## config.mk

```make
export PLATFORM = sky130hd
export DESIGN_NAME = alu_exec
export DESIGN_NICKNAME = d
export VERILOG_FILES = /design/src/rtl/alu_exec.sv
export SDC_FILE = /design/constraint.sdc
export NUM_CORES = 1
export LEC_CHECK = 0
export CAP_MARGIN = 5
export CELL_PAD_IN_SITES_DETAIL_PLACEMENT = 1
export CELL_PAD_IN_SITES_GLOBAL_PLACEMENT = 2
export CORE_MARGIN = 2
export CORE_UTILIZATION = 30
export DETAILED_ROUTE_END_ITERATION = 10
export PLACE_DENSITY_LB_ADDON = 0.1
export SLEW_MARGIN = 15
export SYNTH_ARGS = -nofsm -noshare
export SYNTH_HDL_FRONTEND = slang
export SYNTH_SLANG_ARGS = --single-unit
```

## constraint.sdc

```tcl
create_clock -name clk -period 1.9 [get_ports clk]
set_input_delay 0.19 -clock clk [delete_from_list [all_inputs] [get_ports clk]]
set_output_delay 0.19 -clock clk [all_outputs]
set_load 0.01 [all_outputs]
```

## src/rtl/alu_exec.sv

```systemverilog
// ALU execute stage with a 2-entry in-order result buffer.
// Results are computed on accept and held until the consumer pops them.
module alu_exec #(
  parameter int WIDTH = 32
) (
  input  logic             clk,
  input  logic             rst_n,
  input  logic             in_valid,
  output logic             in_ready,
  input  logic [3:0]       control,
  input  logic [WIDTH-1:0] a,
  input  logic [WIDTH-1:0] b,
  output logic             out_valid,
  input  logic             out_ready,
  output logic [WIDTH-1:0] result,
  output logic             zero,
  output logic             branch_taken,
  output logic             illegal,
  output logic [7:0]       err_count
);

  typedef enum logic [1:0] {
    EMPTY = 2'd0,
    ONE   = 2'd1,
    FULL  = 2'd2
  } state_t;

  typedef struct packed {
    logic [WIDTH-1:0] result;
    logic             zero;
    logic             branch;
    logic             illegal;
  } entry_t;

  localparam logic [3:0] OP_AND = 4'b0000;
  localparam logic [3:0] OP_OR  = 4'b0001;
  localparam logic [3:0] OP_ADD = 4'b0010;
  localparam logic [3:0] OP_LUI = 4'b0101;
  localparam logic [3:0] OP_SUB = 4'b0110;
  localparam logic [3:0] OP_SLT = 4'b0111;
  localparam logic [3:0] OP_BNE = 4'b1010;
  localparam logic [3:0] OP_NOR = 4'b1100;
  localparam logic [3:0] OP_BGZ = 4'b1111;

  state_t           state;
  entry_t           head;
  entry_t           tail;
  entry_t           new_entry;
  logic [WIDTH-1:0] diff;
  logic [WIDTH-1:0] lui_value;
  logic             push;
  logic             pop;

  assign in_ready  = (state != FULL);
  assign out_valid = (state != EMPTY);
  assign push      = in_valid && in_ready;
  assign pop       = out_valid && out_ready;

  assign diff      = a - b;
  assign lui_value = {{(WIDTH-16){1'b0}}, b[15:0]} << 16;

  always_comb begin
    new_entry         = '0;
    new_entry.illegal = 1'b0;
    unique case (control)
      OP_ADD: new_entry.result = a + b;
      OP_SUB: begin
        new_entry.result = diff;
        new_entry.branch = (a == b);
      end
      OP_AND: new_entry.result = a & b;
      OP_OR:  new_entry.result = a | b;
      OP_NOR: new_entry.result = ~(a | b);
      OP_SLT: new_entry.result = ($signed(a) < $signed(b)) ? WIDTH'(1) : '0;
      OP_LUI: new_entry.result = lui_value;
      OP_BGZ: begin
        new_entry.result = a;
        new_entry.branch = ~a[WIDTH-1];
      end
      OP_BNE: begin
        new_entry.result = diff;
        new_entry.branch = (a != b);
      end
      default: begin
        new_entry.result  = '0;
        new_entry.illegal = 1'b1;
      end
    endcase
    new_entry.zero = (new_entry.result == '0);
  end

  // Head slot is cleared whenever the buffer drains so idle outputs read 0.
  always_ff @(posedge clk or negedge rst_n) begin
    if (!rst_n) begin
      state     <= EMPTY;
      head      <= '0;
      tail      <= '0;
      err_count <= '0;
    end else begin
      if (push && new_entry.illegal && (err_count != 8'hFF)) begin
        err_count <= err_count + 8'd1;
      end
      case (state)
        EMPTY: begin
          if (push) begin
            head  <= new_entry;
            state <= ONE;
          end
        end
        ONE: begin
          if (push && pop) begin
            head <= new_entry;
          end else if (push) begin
            tail  <= new_entry;
            state <= FULL;
          end else if (pop) begin
            head  <= '0;
            state <= EMPTY;
          end
        end
        FULL: begin
          if (pop) begin
            head  <= tail;
            tail  <= '0;
            state <= ONE;
          end
        end
        default: begin
          head  <= '0;
          tail  <= '0;
          state <= EMPTY;
        end
      endcase
    end
  end

  assign result       = head.result;
  assign zero         = head.zero;
  assign branch_taken = head.branch;
  assign illegal      = head.illegal;

endmodule

```

==> flow_summary.ini <==
[logic_synthesis]
number_of_warnings_issued_by_yosys = 0
netlist_area_mm2 = 0.00971
xor_xnor_share_of_the_synthesized_area = 0.0126
synth_cell_types = 95
post_synth_and_or_nand_nor_area_fraction = 0.207
synthTopCellsByArea = sky130_fd_sc_hd__dfrtp_1, sky130_fd_sc_hd__ha_1, sky130_fd_sc_hd__o21ai_0, sky130_fd_sc_hd__nand2_1, sky130_fd_sc_hd__a21oi_1
synth.area.mux_share = 0.0139
syn_nets = 1460
synth_seq_area_share = 0.206
syn-instance-count = 1288
synth_edf_count = 0
syn_avg_cell_area_um2 = 7.54
async_flop_share = 1.00
most_instantiated_library_cell_after_synthesis = sky130_fd_sc_hd__nand2_1
synth_adder_area_share = 0.130
largest_family_of_logic_cells_by_synthesized_area = compound AO/OA/AOI/OAI gates
yosys_register_bits = 80
synth.top_cell.area_share = 0.206
synth_commonest_cells = sky130_fd_sc_hd__nand2_1, sky130_fd_sc_hd__o21ai_0, sky130_fd_sc_hd__inv_1
synth_top_cell_by_area = sky130_fd_sc_hd__dfrtp_1
postSynth.topFlopCell = sky130_fd_sc_hd__dfrtp_1
share_of_the_synthesized_area_in_compound_gates_ao_oa_aoi_oai = 0.353

[status]
failing_checks = setup timing
status = finished, violations left

[routing]
wirelength_um = 58500
wl_per_cell_um = 24.9
routed_via_count_divided_by_cell_count = 5.73
ant_nets = 0
detailedRoute.firstPassIterationCount = 8
routed-via-count = 13479
remaining_drc_errors = 0
drt_iter0_drc = 910

[finish]
fin_nets = 2115
finalCoreUtilization = 0.592
drive_gt1_frac = 0.550
syn_to_final_growth_pct = 93.3

[timing]
final.hold.worst_slack_ns = 0.344
timing.max_slew.rel_slack = 0.552
hold_viol_final = 0
finalWorstSetupSlack_ns = -1.31
period_needed_ns = 3.21
drv_slew = 0
timing_worst_slew_pin_value_ns = 0.663
period_share = 1.69
fmaxAchievable_ghz = 0.312
rsz0062_at_grt = yes
setup_violation_total_in_the_final_timing_report = 63
final.setup_skew_ns = 0.00726

[die]
io-pin-count = 117
row_count = 65
initial_utilization = 0.306
dieWidth_um = 184
core_area_mm2 = 0.0317
die_height_um = 184
design.die.area_mm2 = 0.0338

[place]
placement.setup.worst_slack_ns = -2.29
gp_routability_congestion = 0.991
place_hpwl_um = 44900
buffer_ports.inserted = 116

[global_routing]
number_of_antenna_violations_at_the_first_check_in_global_routing = 1
grt_pass1_vias = 14510
grt_max_degree = 36
grt_first_pass_wirelength_um = 87800
grt_overflow = 0
grt_use_total = 0.341

[power]
vdd_drop_max_mv = 0.589
p_per_area_mw_per_mm2 = 592
total_leakage_power_nw = 8.28

[setup_path]
path_class = input port to register
crit_path_max_fanout = 3
crit_slowest_cell = sky130_fd_sc_hd__or4_4
critical_path.cell_chain = buf_8 -> clkinvlp_4 -> buf_6 -> fa_2 -> nor2b_4 -> buf_4 -> o2111a_2 -> buf_6 -> or3_4 -> a21oi_2 -> a2111o_1 -> a21o_1 -> or4_4 -> nor4_4 -> and4_1 -> nand2b_4 -> nand2_2
critical_path.startpoint_type = input port
worst-endpoint-required_ns = 2.19
crit_top_cell = sky130_fd_sc_hd__buf_6
critPathArrivalTime_ns = 3.50
worstSetupEndpointType = register
max_stage_delay_ns = 0.46

[min_path]
hold_path_class = input port to async pin

[cts]
tritoncts_num_sinks = 80
clockBufferDepth = 2
tritoncts_clock_tree = built
cts-buffers-inserted = 9
clkSlewWorstSetupHoldPaths_ns = 0.06
htree_num_levels = 3
clock_latency_ns = 0.34
cts-root-buf = sky130_fd_sc_hd__clkbuf_16

[flow_run]
max_cap_violations = 0
==> worst paths after layout <==
check	start	end	slack (ns)	cells after the start
worst max-delay path	b[1]	zero$_DFFE_PN0P_	-1.31	17
worst min-delay path	rst_n	err_count[2]$_DFFE_PN0P_	0.34	2
worst max register to register	err_count[2]$_DFFE_PN0P_	err_count[1]$_DFFE_PN0P_	0.17	5
worst min register to register	tail[17]$_DFFE_PN0P_	tail[17]$_DFFE_PN0P_	0.48	2
max in group asynchronous	rst_n	tail[16]$_DFFE_PN0P_	0.88	3
min in group clk	a[1]	tail[4]$_DFFE_PN0P_	0.47	5
==> metrics by stage <==
step / setup TNS [ns] / instance area, um2 / power (mW) / cells
after floorplan: -21.69 / 10300 / 4.83 / 1288
after global routing: -47.37 / 18800 / 11.7 / 2351
final: -42.40 / 18800 / 11.1 / 2351
after CTS: -42.26 / 18200 / 10.7 / 2330
after detailed placement: -110.88 / 15500 / 7.86 / 2225
after global placement: -106.92 / 15500 / 7.74 / 2225
==> area by class of cell <==
type	instances	area (um2)
Sequential cell	80	2000
Timing Repair Buffer	729	6310
Multi-Input combinational cell	1019	9150
Inverter	104	473
Clock buffer	14	284
Tap cell	402	503
Clock inverter	2	35.0
Antenna cell	1	2.50
Fill cell	3627	13000
==> cells by family after synthesis <==
family / after synthesis
AOI/OAI and AO/OA: 488
xor gates and xnor gates: 14
adders and majority gates: 100
buffers and inverters: 189
DFF: 80
muxes: 13
and+or+nand+nor: 404
==> worst max-delay path, delay by kind of cell <==
family | cells | cell delay [ns]
AO/OA/AOI/OAI | 4 | 0.86
adder cells (fa/ha/maj) | 1 | 0.40
buffers and inverters | 5 | 0.58
AND/OR/NAND/NOR | 7 | 1.46
==> per-layer routing <==
metal | wire [um] | vias to the layer above | GRT usage
met5 | 0 | - | 0
met4 | 3020 | 0 | 0.150
met1 | 24500 | 6757 | 0.429
met3 | 2680 | 159 | 0.0390
li1 | - | 6094 | -
met2 | 28200 | 469 | 0.589
==> state kept, by name (all words and copies together), names as in the netlist <==
signal,flops
result,32
illegal,1
zero,1
state,2
branch_taken,1
tail,35
err_count,8
==> where the power goes <==
| part | internal [mW] | switching, mW | total, mW |
|---|---|---|---|
| combinational | 3.35 | 3.45 | 6.79 |
| sequential | 2.14 | 0.323 | 2.46 |
| clock | 1.16 | 0.692 | 1.85 |
==> cells in the final DEF (no fill, tap or decap), types with 17 or more instances in the layout <==
master	netlist	final
sky130_fd_sc_hd__a22oi_1	40	38
sky130_fd_sc_hd__nor2_1	85	63
sky130_fd_sc_hd__nand4_1	17	17
sky130_fd_sc_hd__inv_2	2	55
sky130_fd_sc_hd__inv_1	102	34
sky130_fd_sc_hd__ha_1	98	50
sky130_fd_sc_hd__a21oi_2	1	25
sky130_fd_sc_hd__nand3_1	24	19
sky130_fd_sc_hd__buf_6	0	104
sky130_fd_sc_hd__nand2_1	140	125
sky130_fd_sc_hd__o21ai_1	9	40
sky130_fd_sc_hd__a21oi_1	87	57
sky130_fd_sc_hd__o21ai_2	0	29
sky130_fd_sc_hd__clkdlybuf4s50_1	0	47
sky130_fd_sc_hd__buf_4	3	500
sky130_fd_sc_hd__o21ai_0	115	48
sky130_fd_sc_hd__a22o_1	21	20
sky130_fd_sc_hd__buf_12	0	19
sky130_fd_sc_hd__ha_4	0	38
sky130_fd_sc_hd__dfrtp_1	80	78
sky130_fd_sc_hd__o211ai_1	17	17
==> repair_timing <==
action                                 CTS  global route
pin swaps                              143            82
hold buffers                             1             0
gates resized for setup                626           150
setup endpoints to repair               79            75
endpoints found under the hold margin   31             0
setup buffers                          107            34
cloned                                   0             0
No activity file was read; power rests on OpenSTA's default activity.
